`src/rtl/video_lcd_blit.sv`:
```
// Window blit sequencer for an ILI9341 SPI byte engine: emits CS low, CASET, PASET, RAMWR,
// two bytes per RGB565 pixel from a valid/ready stream, then CS high.
module video_lcd_blit #(
  parameter int unsigned MAX_PIXELS = 76800
) (
  input  logic        i_clock,
  input  logic        i_reset_n,
  input  logic        i_request,
  input  logic        i_rw,
  input  logic [1:0]  i_address,
  input  logic [31:0] i_wdata,
  output logic [31:0] o_rdata,
  output logic        o_ready,
  output logic        o_lcd_request,
  output logic [1:0]  o_lcd_address,
  output logic [31:0] o_lcd_wdata,
  input  logic        i_lcd_ready,
  input  logic        i_pixel_valid,
  input  logic [15:0] i_pixel,
  output logic        o_pixel_ready
);
  localparam int unsigned CW = $clog2(MAX_PIXELS + 1);

  typedef enum logic [3:0] {
    StIdle, StCsLo, StCmdCa, StDatCa, StCmdPa, StDatPa, StCmdRw,
    StPixWait, StPixHi, StPixLo, StCsHi
  } state_e;

  state_e        r_state, w_next;
  logic [31:0]   r_xwin, r_ywin, r_rdata;
  logic          r_ready, r_go, r_done, r_error, r_abort, r_rel;
  logic [1:0]    r_idx;
  logic [15:0]   r_pixel;
  logic [CW-1:0] r_count;

  logic          w_acc, w_wr, w_ctrl_wr, w_busy, w_start, w_win_ok, w_is_byte, w_adv, w_take;
  logic [CW-1:0] w_width, w_height, w_area;
  logic [31:0]   w_win, w_rd_mux;
  logic [7:0]    w_dat_byte, w_lcd_byte;
  logic [1:0]    w_lcd_addr;

  // An access held high across its ack is taken only once.
  assign w_acc     = i_request & ~r_ready;
  assign w_wr      = w_acc & i_rw;
  assign w_ctrl_wr = w_wr & (i_address == 2'd2);
  assign w_busy    = r_go | (r_state != StIdle);
  assign w_start   = w_ctrl_wr & i_wdata[0] & ~w_busy;
  assign w_win_ok  = (r_xwin[31:16] >= r_xwin[15:0]) && (r_ywin[31:16] >= r_ywin[15:0]);
  assign w_width   = CW'(r_xwin[31:16]) - CW'(r_xwin[15:0]) + CW'(1);
  assign w_height  = CW'(r_ywin[31:16]) - CW'(r_ywin[15:0]) + CW'(1);
  assign w_area    = w_width * w_height;
  assign w_adv     = w_is_byte & r_rel;
  assign w_take    = (r_state == StPixWait) & ~r_abort & i_pixel_valid;

  always_comb begin
    w_rd_mux = 32'h0;
    unique case (i_address)
      2'd0: w_rd_mux = r_xwin;
      2'd1: w_rd_mux = r_ywin;
      2'd2: w_rd_mux = {29'h0, r_error, r_done, w_busy};
      2'd3: w_rd_mux = 32'(r_count);
    endcase
  end

  always_ff @(posedge i_clock or negedge i_reset_n) begin
    if (!i_reset_n) begin
      r_ready <= 1'b0;
      r_rdata <= 32'h0;
      r_xwin  <= 32'h0;
      r_ywin  <= 32'h0;
      r_go    <= 1'b0;
      r_done  <= 1'b0;
      r_error <= 1'b0;
      r_abort <= 1'b0;
      r_count <= '0;
    end else begin
      r_ready <= w_acc;
      if (w_acc) r_rdata <= w_rd_mux;
      r_go <= w_start & w_win_ok;
      if (w_wr && !w_busy && i_address == 2'd0) r_xwin <= i_wdata;
      if (w_wr && !w_busy && i_address == 2'd1) r_ywin <= i_wdata;
      if (w_start) begin
        if (w_win_ok) begin
          r_done  <= 1'b0;
          r_error <= 1'b0;
          r_count <= w_area;
        end else begin
          r_error <= 1'b1;
        end
      end
      if (w_ctrl_wr && i_wdata[1] && w_busy) r_abort <= 1'b1;
      if (w_adv && r_state == StPixLo) r_count <= r_count - CW'(1);
      if (w_adv && r_state == StCsHi) begin
        r_done  <= 1'b1;
        r_abort <= 1'b0;
      end
    end
  end

  always_ff @(posedge i_clock or negedge i_reset_n) begin
    if (!i_reset_n) r_state <= StIdle;
    else            r_state <= w_next;
  end

  // Each byte: request until the engine acks, then one low cycle so the engine can idle.
  always_ff @(posedge i_clock or negedge i_reset_n) begin
    if (!i_reset_n) begin
      r_rel   <= 1'b0;
      r_idx   <= 2'd0;
      r_pixel <= 16'h0;
    end else begin
      if (w_is_byte && !r_rel && i_lcd_ready) r_rel <= 1'b1;
      else if (r_rel)                         r_rel <= 1'b0;
      if (w_adv) r_idx <= (w_next == r_state) ? r_idx + 2'd1 : 2'd0;
      if (w_take) r_pixel <= i_pixel;
    end
  end

  always_comb begin
    w_next = r_state;
    unique case (r_state)
      StIdle:    if (r_go) w_next = StCsLo;
      StPixWait: begin
        if (r_abort)            w_next = StCsHi;
        else if (i_pixel_valid) w_next = StPixHi;
      end
      default: begin
        if (w_adv) begin
          if (r_state == StCsHi)  w_next = StIdle;
          else if (r_abort)       w_next = StCsHi;
          else begin
            case (r_state)
              StCsLo:  w_next = StCmdCa;
              StCmdCa: w_next = StDatCa;
              StDatCa: w_next = (r_idx == 2'd3) ? StCmdPa : StDatCa;
              StCmdPa: w_next = StDatPa;
              StDatPa: w_next = (r_idx == 2'd3) ? StCmdRw : StDatPa;
              StCmdRw: w_next = StPixWait;
              StPixHi: w_next = StPixLo;
              StPixLo: w_next = (r_count <= CW'(1)) ? StCsHi : StPixWait;
              default: w_next = StIdle;
            endcase
          end
        end
      end
    endcase
  end

  always_comb begin
    w_win      = (r_state == StDatPa) ? r_ywin : r_xwin;
    w_dat_byte = 8'h00;
    unique case (r_idx)
      2'd0: w_dat_byte = w_win[15:8];
      2'd1: w_dat_byte = w_win[7:0];
      2'd2: w_dat_byte = w_win[31:24];
      2'd3: w_dat_byte = w_win[23:16];
    endcase
    w_is_byte  = 1'b1;
    w_lcd_addr = 2'd0;
    w_lcd_byte = 8'h00;
    case (r_state)
      StCsLo:  w_lcd_addr = 2'd2;
      StCmdCa: w_lcd_byte = 8'h2A;
      StCmdPa: w_lcd_byte = 8'h2B;
      StCmdRw: w_lcd_byte = 8'h2C;
      StDatCa, StDatPa: begin
        w_lcd_addr = 2'd1;
        w_lcd_byte = w_dat_byte;
      end
      StPixHi: begin
        w_lcd_addr = 2'd1;
        w_lcd_byte = r_pixel[15:8];
      end
      StPixLo: begin
        w_lcd_addr = 2'd1;
        w_lcd_byte = r_pixel[7:0];
      end
      StCsHi: begin
        w_lcd_addr = 2'd2;
        w_lcd_byte = 8'h01;
      end
      default: w_is_byte = 1'b0;
    endcase
  end

  assign o_ready       = r_ready;
  assign o_rdata       = r_rdata;
  assign o_lcd_request = w_is_byte & ~r_rel;
  assign o_lcd_address = w_lcd_addr;
  assign o_lcd_wdata   = {24'h0, w_lcd_byte};
  assign o_pixel_ready = w_take;

endmodule
```
`config.mk`:
```
export PLATFORM = sky130hd
export DESIGN_NAME = video_lcd_blit
export DESIGN_NICKNAME = d
export VERILOG_FILES = /design/src/rtl/video_lcd_blit.sv
export SDC_FILE = /design/constraint.sdc
export NUM_CORES = 1
export LEC_CHECK = 0
export ABC_AREA = 1
export CELL_PAD_IN_SITES_DETAIL_PLACEMENT = 1
export CELL_PAD_IN_SITES_GLOBAL_PLACEMENT = 1
export CORE_MARGIN = 1.5
export CORE_UTILIZATION = 40
export CTS_CLUSTER_DIAMETER = 150
export DETAILED_ROUTE_END_ITERATION = 16
export PLACE_DENSITY = 0.8
export SLEW_MARGIN = 40
export SYNTH_ARGS = -nofsm -noshare
export SYNTH_HDL_FRONTEND = slang
export SYNTH_SLANG_ARGS = --single-unit
export TNS_END_PERCENT = 30
```
`constraint.sdc`:
```
create_clock -name i_clock -period 19.45 [get_ports i_clock]
set_clock_uncertainty 0.15 [all_clocks]
set_input_delay 3.89 -clock i_clock [delete_from_list [all_inputs] [get_ports i_clock]]
set_output_delay 3.89 -clock i_clock [all_outputs]
set_load 0.02 [all_outputs]
```
==> results_dict.tcl <==
set metrics [dict create \
    yosysWarnings 0 \
    clkSlewWorstSetupHoldPaths_ps 70 \
    layout-drive-gt1-share_pct 3.86 \
    path_common_cell "clkdlybuf4s50_1" \
    syn_area_um2 14900 \
    startpoint "i_pixel_valid" \
    fillers 4690 \
    regToRegStartpoint "r_ywin[1]" \
    globalRouteOverflowTotal 0 \
    die_h_um 196 \
    grt_use_total_pct 27.1 \
    worst_pin_slew_ps 837 \
    cts_setup_buffers 0 \
    synth_largest_area_cell "dfrtp_1" \
    critPathSlowestCell "clkdlybuf4s50_1" \
    cp_data_arrival_time_ps 6030 \
    tns_ps 0 \
    yosysSeqAreaShare_pct 23.7 \
    slew_headroom_pct 44.2 \
    first_global_vias 15200 \
    numCtsBuffers 17 \
    period_minus_slack_ps 10070 \
    place_hpwl_mm 40.3 \
    min_from "r_pixel[10]" \
    status "finished, final reports clean" \
    cts_buffer_depth 2 \
    drt_pre_antenna_iters 5 \
    vias 13900 \
    synth_top_area_share_pct 23.7 \
    hold_buffers 0 \
    cts_tree "built" \
    avgSynthCellArea_um2 7.19 \
    rsz0062_at_grt "false" \
    ys_async_sr_fraction_pct 100 \
    die_x_um 196 \
    grt_start_max_net_pins 76 \
    core_um2 36600 \
    gp_congestion 0.930 \
    areaGrowthSynthToFinish_pct 13.3 \
    n_antenna_cell 0 \
    wl_mm 50.1 \
    cts_sinks 141 \
    crit_type "in2out" \
    endpoint_kind "primary output" \
    setup_viol 0 \
    avgViaCountPerCell 5.31 \
    clk_latency_ps 440 \
    drt_iter0_markers 902 \
    hold_class "reg2reg" \
    row_count 70 \
    portBuffers 100 \
    ys_types 53 \
    grt_pass1_wl_mm 81.2 \
    finalHoldViolCount 0 \
    netlist_top_cells_area "dfrtp_1 24%, fa_1 15%, nand2_1 13%, ha_1 10%, inv_1 10%" \
    max_freq_mhz 99.3 \
    die_area_um2 38300 \
    nets 2429 \
    ant_nets 0 \
    synth_commonest_cells "520 x nand2_1, 410 x inv_1, 171 x nor2_1" \
    drc 0 \
    startpoint_type "input port" \
    drt-wirelength-per-cell_um 19.1 \
    cts_resized 0 \
    start_util_pct 40.6 \
    max_stage_delay_ps 680 \
    antenna_found_initial 0 \
    path_max_fanout 18 \
    slew_violations 0 \
    synthMostInstantiatedCell "nand2_1" \
    ctsHtreeMaxLevel 4 \
    io_pins 125 \
    ys_ff_latch 141 \
    drv_cap 0 \
    crit_chain "clkdlybuf4s50_1, nand2_1, clkinv_1, clkdlybuf4s50_1" \
    netlist_instances 2065 \
    synthFlopType "dfrtp_1" \
    fin_crit_sh_pct 51.8 \
    synth_edf_count 0 \
    root_buffer "clkbuf_16" \
    cp.required_ps 15410 \
]
flip-flops by register name, indices dropped and copies added, names as in the netlist, 2 cells and up:
signal / cells
r_idx: 2
r_xwin: 32
r_state: 4
o_rdata: 32
r_pixel: 16
r_count: 17
r_ywin: 32
per-layer routing:
layer	wire, µm	global-route usage, %	share of wire (%)
met3	2230	3.20	4.4
met2	24200	46.7	48
met4	2310	12.5	4.6
met1	21400	33.9	43
met5	0	0	0
worst max-delay path, delay by kind of cell:
kind          cells  cell delay (ps)
buf+inv           3             1650
simple gates      1              470
logic make-up after synthesis:
family                     count (synthesis)  share of synthesized area (%)
adders and majority gates                234                           25.3
xor gates and xnor gates                  41                           2.77
other                                      1                         0.0252
buffers and inverters                    499                           13.3
and+or+nand+nor                          839                           23.1
DFF                                      141                           23.7
AOI/OAI and AO/OA                        310                           11.8
stage by stage:
step	hold slack [ps]	cells	setup WS (ps)	util (%)	instance area [µm²]
after floorplan	292	2088	10840	-	14900
after detailed placement	318	2588	9350	44.3	16200
after global routing	353	2619	9230	46.0	16800
after CTS	338	2619	9350	46.0	16800
final	335	2619	9380	46.0	16800
after global placement	313	2588	9410	44.3	16200
cell type report:
class | count | area, µm² | share of cell area [%]
inverters | 421 | 1580 | 9.39
repair buffers | 110 | 1080 | 6.42
multi-input cells | 1448 | 9470 | 56.2
clock buffers | 18 | 439 | 2.61
clock inverters | 13 | 156 | 0.929
flip-flops and latches | 141 | 3530 | 21.0
well taps | 468 | 586 | 3.48
worst paths after layout:
kind	slack, ps	end	depth (start not counted)
min in group asynchronous	3280	o_rdata[19]	1
max in group asynchronous	14680	o_rdata[16]	2
min reg2reg	330	r_pixel[10]	2
max	9380	o_pixel_ready	4
max reg2reg	10850	r_count[16]	32
min	330	r_pixel[10]	2
placed cells by master, fill, tap and decap left out, drive strengths merged, types with 18 or more instances in the layout:
master           n
ha             124
conb            24
a21oi           94
nand3           91
dfrtp          141
inv            419
o22ai           22
clkdlybuf4s50   99
nand4           20
clkbuf          18
nand2          527
nor2           176
fa             110
xor2            30
o21ai          136
Power is not shown: default switching activity piles up to over one toggle a cycle in this logic, so the estimate is an artifact.
